[src/rtl/alu_ctrl_pkg.sv]
// Shared constants for the registered ALU control decoder and
// its iterative multiply/divide sequencer.
package alu_ctrl_pkg;

    localparam logic [3:0] OP_LW  = 4'b0000;
    localparam logic [3:0] OP_SW  = 4'b0001;
    localparam logic [3:0] OP_BEQ = 4'b0010;
    localparam logic [3:0] OP_BNE = 4'b0011;
    localparam logic [3:0] OP_R   = 4'b0100;
    localparam logic [3:0] OP_SET = 4'b0101;
    localparam logic [3:0] OP_JMP = 4'b0110;

    localparam logic [5:0] FN_ADD = 6'b100000;
    localparam logic [5:0] FN_SUB = 6'b100010;
    localparam logic [5:0] FN_AND = 6'b100100;
    localparam logic [5:0] FN_OR  = 6'b100101;
    localparam logic [5:0] FN_XOR = 6'b100110;
    localparam logic [5:0] FN_NOR = 6'b100111;
    localparam logic [5:0] FN_SLT = 6'b101010;
    localparam logic [5:0] FN_MUL = 6'b011001;
    localparam logic [5:0] FN_DIV = 6'b011011;

    localparam logic [3:0] AC_ADD = 4'b0000;
    localparam logic [3:0] AC_SUB = 4'b0001;
    localparam logic [3:0] AC_AND = 4'b0010;
    localparam logic [3:0] AC_OR  = 4'b0011;
    localparam logic [3:0] AC_XOR = 4'b0100;
    localparam logic [3:0] AC_BEQ = 4'b0101;
    localparam logic [3:0] AC_NOR = 4'b0110;
    localparam logic [3:0] AC_SLT = 4'b0111;
    localparam logic [3:0] AC_MUL = 4'b1000;
    localparam logic [3:0] AC_DIV = 4'b1001;
    localparam logic [3:0] AC_SET = 4'b1110;
    localparam logic [3:0] AC_ERR = 4'b1111;

    localparam logic MODE_MUL = 1'b0;
    localparam logic MODE_DIV = 1'b1;

    typedef enum logic [1:0] {
        S_IDLE = 2'd0,
        S_MUL  = 2'd1,
        S_DIV  = 2'd2,
        S_FIN  = 2'd3
    } state_t;

endpackage

[src/rtl/alu_iter_muldiv.sv]
// Shared shift register datapath: one bit per step of unsigned
// shift-add multiply or restoring divide.
module alu_iter_muldiv
    import alu_ctrl_pkg::*;
#(
    parameter int DATA_W = 32
) (
    input  logic              clk,
    input  logic              rst,
    input  logic              load,
    input  logic              mode,
    input  logic [DATA_W-1:0] a,
    input  logic [DATA_W-1:0] b,
    input  logic              step,
    output logic [DATA_W-1:0] hi_o,
    output logic [DATA_W-1:0] lo_o
);

    logic [DATA_W-1:0] hi_q, lo_q, b_q;
    logic [DATA_W:0]   madd, drem, dsub;

    // hi holds partial product / remainder, lo the multiplier / quotient
    always_comb begin
        madd = {1'b0, hi_q} + (lo_q[0] ? {1'b0, b_q} : '0);
        drem = {hi_q, lo_q[DATA_W-1]};
        dsub = drem - {1'b0, b_q};
    end

    always_ff @(posedge clk) begin
        if (rst) begin
            hi_q <= '0;
            lo_q <= '0;
            b_q  <= '0;
        end else if (load) begin
            hi_q <= '0;
            lo_q <= a;
            b_q  <= b;
        end else if (step) begin
            if (mode == MODE_DIV) begin
                if (!dsub[DATA_W]) begin
                    hi_q <= dsub[DATA_W-1:0];
                    lo_q <= {lo_q[DATA_W-2:0], 1'b1};
                end else begin
                    hi_q <= drem[DATA_W-1:0];
                    lo_q <= {lo_q[DATA_W-2:0], 1'b0};
                end
            end else begin
                hi_q <= madd[DATA_W:1];
                lo_q <= {madd[0], lo_q[DATA_W-1:1]};
            end
        end
    end

    assign hi_o = hi_q;
    assign lo_o = lo_q;

endmodule

[src/rtl/alu_control_seq.sv]
// Registered ALU control decoder with a start/busy/done sequencer
// for iterative unsigned MULTU/DIVU producing HI/LO.
module alu_control_seq
    import alu_ctrl_pkg::*;
#(
    parameter int DATA_W = 32,
    parameter int OP_W   = 4,
    parameter int FUNC_W = 6,
    parameter int AC_W   = 4
) (
    input  logic              clk,
    input  logic              rst,
    input  logic              start,
    input  logic [OP_W-1:0]   alu_op,
    input  logic [FUNC_W-1:0] fun_code,
    input  logic [DATA_W-1:0] src_a,
    input  logic [DATA_W-1:0] src_b,
    output logic [AC_W-1:0]   ac_out,
    output logic              busy,
    output logic              done,
    output logic              err,
    output logic [DATA_W-1:0] hi,
    output logic [DATA_W-1:0] lo
);

    localparam int CW = $clog2(DATA_W) + 1;

    state_t            st, nx;
    logic [CW-1:0]     cnt;
    logic [AC_W-1:0]   dec_ac, ac_q;
    logic              dec_err, dec_mul, dec_div;
    logic              load, step, last, accept, div0;
    logic              done_q, err_q;
    logic [DATA_W-1:0] hi_q, lo_q, dp_hi, dp_lo;

    always_comb begin
        dec_ac  = AC_ERR;
        dec_err = 1'b1;
        dec_mul = 1'b0;
        dec_div = 1'b0;
        case (alu_op)
            OP_LW, OP_SW, OP_JMP: begin dec_ac = AC_ADD; dec_err = 1'b0; end
            OP_BEQ: begin dec_ac = AC_BEQ; dec_err = 1'b0; end
            OP_BNE: begin dec_ac = AC_SUB; dec_err = 1'b0; end
            OP_SET: begin dec_ac = AC_SET; dec_err = 1'b0; end
            OP_R: begin
                dec_err = 1'b0;
                case (fun_code)
                    FN_ADD: dec_ac = AC_ADD;
                    FN_SUB: dec_ac = AC_SUB;
                    FN_AND: dec_ac = AC_AND;
                    FN_OR:  dec_ac = AC_OR;
                    FN_XOR: dec_ac = AC_XOR;
                    FN_NOR: dec_ac = AC_NOR;
                    FN_SLT: dec_ac = AC_SLT;
                    FN_MUL: begin dec_ac = AC_MUL; dec_mul = 1'b1; end
                    FN_DIV: begin dec_ac = AC_DIV; dec_div = 1'b1; end
                    default: begin dec_ac = AC_ERR; dec_err = 1'b1; end
                endcase
            end
            default: ;
        endcase
    end

    assign accept = (st == S_IDLE) && start;
    assign div0   = dec_div && (src_b == '0);
    assign last   = (cnt == CW'(DATA_W - 1));

    always_comb begin
        nx   = st;
        load = 1'b0;
        step = 1'b0;
        case (st)
            S_IDLE: begin
                if (start && dec_mul) begin
                    nx   = S_MUL;
                    load = 1'b1;
                end else if (start && dec_div && !div0) begin
                    nx   = S_DIV;
                    load = 1'b1;
                end
            end
            S_MUL, S_DIV: begin
                step = 1'b1;
                if (last) nx = S_FIN;
            end
            S_FIN: nx = S_IDLE;
            default: nx = S_IDLE;
        endcase
    end

    always_ff @(posedge clk) begin
        if (rst) begin
            st     <= S_IDLE;
            cnt    <= '0;
            ac_q   <= '0;
            done_q <= 1'b0;
            err_q  <= 1'b0;
            hi_q   <= '0;
            lo_q   <= '0;
        end else begin
            st     <= nx;
            done_q <= 1'b0;
            if (load) cnt <= '0;
            else if (step) cnt <= cnt + CW'(1);
            if (accept) begin
                ac_q <= dec_ac;
                if (div0) begin
                    err_q  <= 1'b1;
                    hi_q   <= src_a;
                    lo_q   <= '1;
                    done_q <= 1'b1;
                end else begin
                    err_q  <= dec_err;
                    done_q <= !(dec_mul || dec_div);
                end
            end
            if (st == S_FIN) begin
                hi_q <= dp_hi;
                lo_q <= dp_lo;
            end
        end
    end

    alu_iter_muldiv #(.DATA_W(DATA_W)) u_dp (
        .clk  (clk),
        .rst  (rst),
        .load (load),
        .mode ((st == S_DIV) ? MODE_DIV : MODE_MUL),
        .a    (src_a),
        .b    (src_b),
        .step (step),
        .hi_o (dp_hi),
        .lo_o (dp_lo)
    );

    // FIN shows the fresh result directly; it is captured on the way out
    assign hi     = (st == S_FIN) ? dp_hi : hi_q;
    assign lo     = (st == S_FIN) ? dp_lo : lo_q;
    assign ac_out = ac_q;
    assign err    = err_q;
    assign busy   = (st == S_MUL) || (st == S_DIV);
    assign done   = done_q || (st == S_FIN);

endmodule

[config.mk]
export PLATFORM = sky130hd
export DESIGN_NAME = alu_control_seq
export DESIGN_NICKNAME = d
export VERILOG_FILES = /design/src/rtl/alu_ctrl_pkg.sv /design/src/rtl/alu_iter_muldiv.sv /design/src/rtl/alu_control_seq.sv
export SDC_FILE = /design/constraint.sdc
export NUM_CORES = 1
export LEC_CHECK = 0
export ABC_CLOCK_PERIOD_IN_PS = 7000
export BUFFER_PORTS_ARGS = -buffer_cell sky130_fd_sc_hd__buf_4
export CORE_UTILIZATION = 64
export DETAILED_ROUTE_END_ITERATION = 10
export PLACE_DENSITY = 0.94
export SLEW_MARGIN = 10
export SYNTH_ARGS = -nofsm -noshare
export SYNTH_HDL_FRONTEND = slang
export SYNTH_SLANG_ARGS = --single-unit
[constraint.sdc]
create_clock -name clk -period 7 [get_ports clk]
set_clock_uncertainty 0.15 [all_clocks]
set_input_delay 0.7 -clock clk [delete_from_list [all_inputs] [get_ports clk]]
set_output_delay 0.7 -clock clk [all_outputs]
set_load 0.05 [all_outputs]
# After elaboration in Yosys (flattened, before gate mapping)
# Cells that the tools add are included.
[totals]
wordCells = 93
in_bits = 77
output_inout_bits = 71
reg_bits = 174
[op_classes]
eq_ne = 21
add_sub_neg = 3
reduce_logical = 24
muxes = 34
bitwise = 1
[op_table]
columns = ["cell", "n"]
rows = [
  ["$mux W32", 14],
  ["$eq A6 B6 Y1 const B", 7],
  ["$pmux W4 S9", 1],
  ["$add A32 B33 Y33", 1],
  ["$sub A33 B32 Y33", 1],
  ["$logic_not A32 Y1", 1],
  ["$pmux W4 S5", 1],
  ["$eq A6 B5 Y1 const B", 3],
  ["$mux W1", 13],
  ["$eq A4 B3 Y1 const B", 3],
  ["$reduce_or A9 Y1", 1],
  ["$eq A4 B2 Y1 const B", 2],
  ["$add A6 B1 Y6 const B", 1],
  ["$mux W2", 3],
  ["$pmux W2 S3", 1],
  ["$reduce_bool A2 Y1", 3],
  ["$reduce_or A2 Y1", 3],
  ["$reduce_or A6 Y1", 1],
  ["$logic_and A1 B1 Y1", 5],
  ["$eq A2 B2 Y1 const B", 2],
  ["$eq A4 B1 Y1 const B", 1],
  ["$logic_not A4 Y1", 1],
  ["$reduce_and A2 Y1", 2],
  ["$logic_or A1 B1 Y1", 3],
  ["8 further kinds", 9],
]

# Longest topological paths before layout
# Gate-level depths: netlist (run 1).
[logic_depth]
depth_word = 10
ltp_mapped = 14

# Modules after synthesis
# Synthesis (run 1) repeated with hierarchy kept, for this count alone.
[unflattened]
hier_cells = 1456
area_unflattened_um2 = 12186.7
[by_module_without_submodules]
columns = ["mod", "seq_area_each_um2", "cells_per_inst", "area_each_um2", "n_inst"]
rows = [
  ["alu_iter_muldiv", 1921.8, 1058, 8127.8, 1],
  ["alu_control_seq", 1561.5, 398, 4058.9, 1],
]

# Worst setup path before layout (run 1)
# OpenSTA, ideal clock, no wires.
[synth_timing]
path_type = "register -> register"
from = "reg u_dp.lo_q[0], in the netlist u_dp.lo_o[0]"
to = "reg u_dp.hi_q[26], in the netlist u_dp.hi_o[26]"
setup_ns = 0.132
t_arrival_ns = 2.854
required_ns = 6.718
slack_ns = 3.865
path_stages_with_launch = 14
period_less_slack_ns = 3.135
path_cell_list = "dfxtp_1 inv_1 buf_1 nor2_1 ha_1 a21o_1 a21oi_1 a21oi_1 o31ai_1 o21ai_0 a31oi_1 nor4bb_1 a2111oi_0 nor4_1"
[synth_between]
elab_chain_cells = 3
[synth_rtl]
columns = ["item", "line_no", "source"]
rows = [
  ["start, declared", "alu_iter_muldiv.sv:19", "logic [DATA_W-1:0] hi_q, lo_q, b_q;"],
  ["start signal, assigned", "alu_iter_muldiv.sv:42", "lo_q <= {lo_q[DATA_W-2:0], 1'b1};"],
  ["start signal, assigned", "alu_iter_muldiv.sv:45", "lo_q <= {lo_q[DATA_W-2:0], 1'b0};"],
  ["start signal, assigned", "alu_iter_muldiv.sv:49", "lo_q <= {madd[0], lo_q[DATA_W-1:1]};"],
  ["$mux W32", "alu_iter_muldiv.sv:24", "madd = {1'b0, hi_q} + (lo_q[0] ? {1'b0, b_q} : '0);"],
  ["$add A32 B33 Y33", "alu_iter_muldiv.sv:24", ""],
  ["$mux W32", "alu_iter_muldiv.sv:39", "if (mode == MODE_DIV) begin"],
  ["end signal, assigned", "alu_iter_muldiv.sv:41", "hi_q <= dsub[DATA_W-1:0];"],
  ["end signal, assigned", "alu_iter_muldiv.sv:44", "hi_q <= drem[DATA_W-1:0];"],
  ["end signal, assigned", "alu_iter_muldiv.sv:48", "hi_q <= madd[DATA_W:1];"],
  ["end, declared", "alu_iter_muldiv.sv:19", ""],
]
# No other way between the ends.
# A chain may end at the register's enable or synchronous reset.

# Worst setup path in the final report (run 1)
[layout_timing]
from = "in src_b[9]"
to = "reg u_dp.hi_q[19], in the netlist u_dp.hi_o[19]"
[layout_between]
elab_chain_cells = 8
[layout_rtl]
columns = ["item", "line_no", "source"]
rows = [
  ["start, declared", "alu_control_seq.sv:17", "input logic [DATA_W-1:0] src_b,"],
  ["$logic_not A32 Y1", "alu_control_seq.sv:66", "assign div0 = dec_div && (src_b == '0);"],
  ["$logic_and A1 B1 Y1", "alu_control_seq.sv:66", ""],
  ["$logic_not A1 Y1", "alu_control_seq.sv:78", "end else if (start && dec_div && !div0) begin"],
  ["$logic_and A1 B1 Y1", "alu_control_seq.sv:78", ""],
  ["$mux W1", "alu_control_seq.sv:78", ""],
  ["$mux W1", "alu_control_seq.sv:75", "if (start && dec_mul) begin"],
  ["$mux W1", "alu_control_seq.sv:73", "case (st)"],
  ["$reduce_or A2 Y1 (no line)", "n/a", ""],
]
# No other way between the ends.

==> results of run 1 <==
## stage by stage
stage / cells / instance area [sq um] / total power [mW]
2_1_floorplan: 1645 / 12300 / 3.254
3_3_place_gp: 1927 / 13350 / 3.823
6_report: 1958 / 13930 / 4.918
3_5_place_dp: 1927 / 13350 / 3.884
4_1_cts: 1958 / 13930 / 4.819
5_1_grt: 1958 / 13930 / 5.155
## logic make-up (layout without fill, tap and decap cells)
| kind of cell | Yosys count | count (layout) |
|---|---|---|
| XOR/XNOR | 57 | 57 |
| adder cells (fa/ha/maj) | 70 | 70 |
| AND/OR/NAND/NOR | 588 | 588 |
| flip-flops | 174 | 174 |
| AO/OA/AOI/OAI | 499 | 499 |
| multiplexers | 98 | 98 |
| buffers and inverters | 159 | 238 |
## final cells by class
class | count | area, sq um | share of cell area, %
Timing Repair Buffer | 159 | 1194 | 8.571
Sequential cell | 174 | 3483 | 25.01
Clock inverter | 14 | 147.6 | 1.060
Inverter | 48 | 180.2 | 1.294
Multi-Input combinational cell | 1312 | 8203 | 58.90
Clock buffer | 17 | 425.4 | 3.055
Tap cell | 234 | 292.8 | 2.102
## cells in the final DEF, fill, tap and decap left out, drive strengths merged, types with 6 or more instances in the layout
cell type	count
nand2	266
a21oi	219
dfxtp	174
buf	159
nor2	158
o21ai	85
ha	68
mux2	64
inv	54
o211ai	45
xnor2	40
mux2i	34
or3	32
nor3	31
a21o	27
a211oi	21
nand3	18
xor2	17
clkbuf	17
a31oi	13
nand2b	13
and3	12
nor2b	12
nor4	10
nand4	9
o21a	8
o31ai	7
o221ai	7
o32ai	7
and2	6
or2	6
a2111oi	6
a221oi	6
clkinv	6
## worst min-delay path, stage by stage, from the launching register on
cell and delay (ns):
dfxtp_1 0.31, nand2_1 0.05, a21oi_1 0.05
## state kept, by name, summed over array words and instances, names as in the netlist
signal,cells
u_dp.hi_o,32
err,1
u_dp.b_q,32
ac_out,4
lo_q,32
cnt,6
hi_q,32
st,2
done_q,1
u_dp.lo_o,32
## how the worst max path moves through the flow
| stage | endpoint | slack (ns) | cells after the start | start |
|---|---|---|---|---|
| global placement | u_dp.hi_o[19] | 2.16 | 10 | src_b[9] |
| CTS | u_dp.hi_o[19] | 2.59 | 10 | src_b[9] |
| detailed placement | u_dp.hi_o[19] | 2.17 | 10 | src_b[9] |
| floorplan | u_dp.hi_o[26] | 3.86 | 13 | u_dp.lo_o[0] |
| global route | u_dp.hi_o[19] | 2.20 | 10 | src_b[9] |
| finish | u_dp.hi_o[19] | 2.17 | 10 | src_b[9] |
## power groups by stage
stage               combinational [mW]  sequential [mW]  clock [mW]
global route                      2.87             1.30       0.986
floorplan                         2.00             1.25           0
finish                            2.68             1.29       0.945
CTS                               2.60             1.28       0.939
global placement                  2.53             1.29           0
detailed placement                2.59             1.30           0
## routing by layer
metal | track usage (%) | vias up | share of wire, %
li1 | - | 6018 | -
met1 | 49.47 | 6092 | 39
met2 | 63.66 | 775 | 45
met3 | 7.269 | 167 | 9.1
met4 | 24.03 | 0 | 6.2
met5 | 0 | - | 0
==> impl_metrics.ini, run 1 <==
[power]
p_leak_nw = 5.633
p_clk_share_pct = 19.2
power_frac_seq_pct = 26.2
share_comb_of_total_power_pct = 54.6
internal-power_mw = 2.582
ir_drop_v = 0.0003376
p_sw_mw = 2.336
power_density_mw_per_mm2 = 353.1
switching_share_pct = 47.49

[synth]
syn-mean-instance-area_sq_um = 7.478
syn_nets = 1792
synth_top_family_by_area = compound AO/OA/AOI/OAI gates
netlist_instances = 1645
yosysTopAreaCellShare_pct = 28.32
synth_edf_count = 0
ys_ff_latch = 174
netlist_area_sq_mm = 0.01230
synth-xor-area-share_pct = 4.059
netlist_top_cells_area = dfxtp_1 (28%), a21oi_1 (8.9%), nand2_1 (8.1%), ha_1 (6.9%), mux2_2 (5.9%)
ys_top_cells_by_count = nand2_1 (265), a21oi_1 (219), dfxtp_1 (174)
netlist.top_cell.by_area = dfxtp_1
synth-compound-area-share_pct = 25.29
async_reset_ff_share_pct = 0
synth_most_common_cell = nand2_1
synthMuxAreaShare_pct = 8.626
yosysWarnings = 0
ys.flop_type = dfxtp_1
synthAdderAreaFrac_pct = 7.242
yosys.area_share.simple_pct = 21.21
ys_seq_area_share_pct = 28.32
synth.distinct_cells = 78

[floorplanning]
dieArea_sq_mm = 0.01978
rows = 50
die_y_um = 140.6
boundaryPins = 148
core_sq_mm = 0.01877
start_util_pct = 65.54
die_w_um = 140.6

[global_routing]
grt_max_degree = 97
grtUsageTotal_pct = 39.60
grt_pass1_wl_mm = 62.52
grt_pass1_vias = 12230
gr-total-overflow = 0
antenna_found_initial = 0

[flow_run]
cap_violations = 0

[worst_setup_path]
critPathKind = primary input to register
end_kind = register
rrSetupSlack_ns = 2.78
crit_chain = buf_4 > nor4_1 > nand4_1 > nor4_1 > and4_1 > or2_2 > nand2b_1 > nor2_1 > a221oi_1 > a21oi_1
rr_worst_depth = 12
path_buf_inv = 1
cp.required_ns = 7.22
start_kind = primary input
r2r_start = u_dp.lo_o[31]
crit_fanout = 19
arrival_ns = 5.05
timing.rr.end = u_dp.hi_o[28]
max_stage_delay_ns = 0.99
critical-path-top-delay-family = simple AND/OR/NAND/NOR gates
slowest_stage = nor4_1
path_common_cell = nor4_1

[clock_network]
clkLatencyLatePin_ns = 0.44
cts_resized = 0
clk_pin_slew_ns = 0.08
cts_buffers = 17
cts_htree_levels = 4
cts_max_path_buffers = 2
root_buffer = clkbuf_16
clock-sinks = 174
postCtsSetupBuffers = 0
holdBufCountCts = 0
cts_tree = done

[detailed_routing]
drc = 0
vias_per_cell = 6.666
routed_wl_mm = 39.13
wire_per_inst_um = 19.98
vias = 13050
dr.pass1.iters = 6
final_antenna_net_count = 0
drt_iter0_drc = 1435

[timing]
worst_slew_pin_slew_ns = 1.100
max_freq_mhz = 207.0
tns_ns = 0
finalMaxSlewViolations = 0
timing.final.crit_share_pct = 69.01
finalHoldViolations = 0
fin_ws_ns = 2.169
fin_crit_ns = 4.831
slew_headroom_pct = 25.98
rsz0062_at_grt = no
setup_viol = 0
holdWs_ns = 0.3059

[status]
outcome = finished clean

[finish]
areaGrowthSynthToFinish_pct = 13.21
drive_gt1_share_pct = 16.07
num_antenna_cells = 0
fill_cells = 1384
utilization_pct = 74.20
final_nets = 1859

[min_path]
hold_depth = 2
whs_endpoint = u_dp.b_q[9]
min_path_type = register to register
hold_start = u_dp.b_q[9]

[place]
pre_cts_ws_ns = 2.165
io_buffers = 147
routabilityCongestion = 1.069
dpl.hpwl_mm = 27.31
(Power assumes the default switching activity.)
==> run 2: changes to the inputs <==
--- a/config.mk
+++ b/config.mk
@@ -5,11 +5,11 @@
 export SDC_FILE = /design/constraint.sdc
 export NUM_CORES = 1
 export LEC_CHECK = 0
-export ABC_CLOCK_PERIOD_IN_PS = 7000
+export ABC_CLOCK_PERIOD_IN_PS = 4500
 export BUFFER_PORTS_ARGS = -buffer_cell sky130_fd_sc_hd__buf_4
-export CORE_UTILIZATION = 64
+export CORE_UTILIZATION = 60
 export DETAILED_ROUTE_END_ITERATION = 10
-export PLACE_DENSITY = 0.94
+export PLACE_DENSITY = 0.89
 export SLEW_MARGIN = 10
 export SYNTH_ARGS = -nofsm -noshare
 export SYNTH_HDL_FRONTEND = slang
==> constraint.sdc (replaced) <==
create_clock -name clk -period 4.5 [get_ports clk]
set_clock_uncertainty 0.15 [all_clocks]
set_input_delay 0.45 -clock clk [delete_from_list [all_inputs] [get_ports clk]]
set_output_delay 0.45 -clock clk [all_outputs]
set_load 0.05 [all_outputs]
==> run 2 against run 1 <==
Global-route usage fell by 2.8 points. Via count rose by 0.46%. Utilization fell by 3.9 points. Clock power rose by 64%. Power rose by 59%. Non-clock buffer count rose by 21. Worst hold slack got worse by 0.20 ns. Design area rose by 1.8%. Flip-flop and latch count did not move. Critical path type unchanged. Critical endpoint is now u_dp.lo_o[4].
==> impl_metrics.ini, run 2 (same netlist as run 1, synthesis figures left out) <==
[status]
outcome = finished clean

[floorplanning]
start_util_pct = 60.99
core_sq_mm = 0.02017
boundaryPins = 148
dieArea_sq_mm = 0.02108
rows = 52
die_w_um = 145.2
die_y_um = 145.2

[detailed_routing]
routed_wl_mm = 39.35
final_antenna_net_count = 0
vias_per_cell = 6.504
drt_iter0_drc = 1365
drc = 0
dr.pass1.iters = 7
vias = 13110
wire_per_inst_um = 19.52

[power]
power_mw = 7.830
ir_drop_v = 0.0004029
power_density_mw_per_mm2 = 552.4
p_leak_nw = 5.759

[worst_setup_path]
r2r_start = u_dp.lo_o[0]
crit_fanout = 63
startpoint = src_b[13]
arrival_ns = 4.65
path_common_cell = buf_4
crit_chain = buf_4 > nor4b_1 > nand4_1 > nor4_1 > and4_1 > or2_2 > buf_4 > o211ai_1 > a21oi_1
end_kind = register
max_stage_delay_ns = 1.01
slowest_stage = nor4_1
critPathKind = primary input to register
cp.required_ns = 4.72
start_kind = primary input

[global_routing]
gr-total-overflow = 0
grt_max_degree = 97
grtUsageTotal_pct = 36.81
grt_pass1_vias = 12500
grt_pass1_wl_mm = 63.09
antenna_found_initial = 0

[timing]
tns_ns = 0
setup_viol = 0
rsz0062_at_grt = no
finalMaxSlewViolations = 0
fin_ws_ns = 0.06962
holdWs_ns = 0.1084
max_freq_mhz = 225.7
timing.final.crit_share_pct = 98.45
finalHoldViolations = 0
fin_crit_ns = 4.430
slew_headroom_pct = 23.94
worst_slew_pin_slew_ns = 1.131

[finish]
final_nets = 1880
multi_input_area_sq_mm = 0.008203
layout_common_cells = nand2_1 (265), a21oi_1 (219), buf_4 (179), dfxtp_1 (174), nor2_1 (156)
num_antenna_cells = 0
fill_cells = 1571
mostFrequentLayoutCell = nand2_1
areaGrowthSynthToFinish_pct = 15.23
regArea_sq_mm = 0.003483
final_cells = 2016
utilization_pct = 70.27
fin_area_sq_mm = 0.01417
drive_gt1_share_pct = 17.12

[clock_network]
cts_max_path_buffers = 2
cts_htree_levels = 4
cts_tree = done
cts_buffers = 17
clkLatencyLatePin_ns = 0.44
postCtsSetupBuffers = 0
holdBufCountCts = 0
root_buffer = clkbuf_16
cts_resized = 0
clk_pin_slew_ns = 0.08
clock-sinks = 174

[min_path]
min_path_type = primary input to register
hold_start = src_b[13]

[place]
io_buffers = 147
dpl.hpwl_mm = 27.75
pre_cts_ws_ns = 0.1326
routabilityCongestion = 1.041
placed_area_sq_mm = 0.01357
dp.cells = 1984

[flow_run]
cap_violations = 0
==> run 2: cell count changes in the layout (fill, tap and decap cells not counted), sizes merged <==
cell / before / now
clkinv: 6 / 5
bufinv: 0 / 1
buf: 159 / 180
clkbuf: 17 / 18
==> run 2: worst paths after layout <==
check | slack, ns | end | depth (start not counted)
worst max-delay path | 0.07 | u_dp.lo_o[4] | 9
worst min-delay path | 0.11 | u_dp.b_q[13] | 3
worst max register to register | 0.68 | u_dp.hi_o[29] | 13
worst min register to register | 0.31 | u_dp.b_q[30] | 2
==> run 2: final cells by class <==
type	instances	share of cell area, %
multi-input combinational	1312	57.87
sequential	174	24.58
timing repair buffer	180	9.622
clock buffer	18	3.099
tap	270	2.383
inverter	48	1.271
clock inverter	14	1.174
==> run 2: routing by layer <==
| layer | GRT usage, % | wire (um) |
|---|---|---|
| met5 | 0 | 0 |
| met4 | 24.32 | 2634 |
| met3 | 7.264 | 4092 |
| met2 | 58.85 | 17770 |
| met1 | 45.00 | 14860 |
==> run 2: worst max-delay path: cells and delay by family <==
| family | cells | cell delay (ns) |
|---|---|---|
| AND/OR/NAND/NOR | 5 | 3.01 |
| buffers and inverters | 2 | 0.71 |
| AO/OA/AOI/OAI | 2 | 0.47 |
==> run 2: power by group <==
part | internal (mW) | switching, mW | total (mW)
Sequential | 1.72 | 0.237 | 1.96
Clock | 0.810 | 0.738 | 1.55
Combinational | 1.63 | 2.69 | 4.32
Total | 4.16 | 3.67 | 7.83
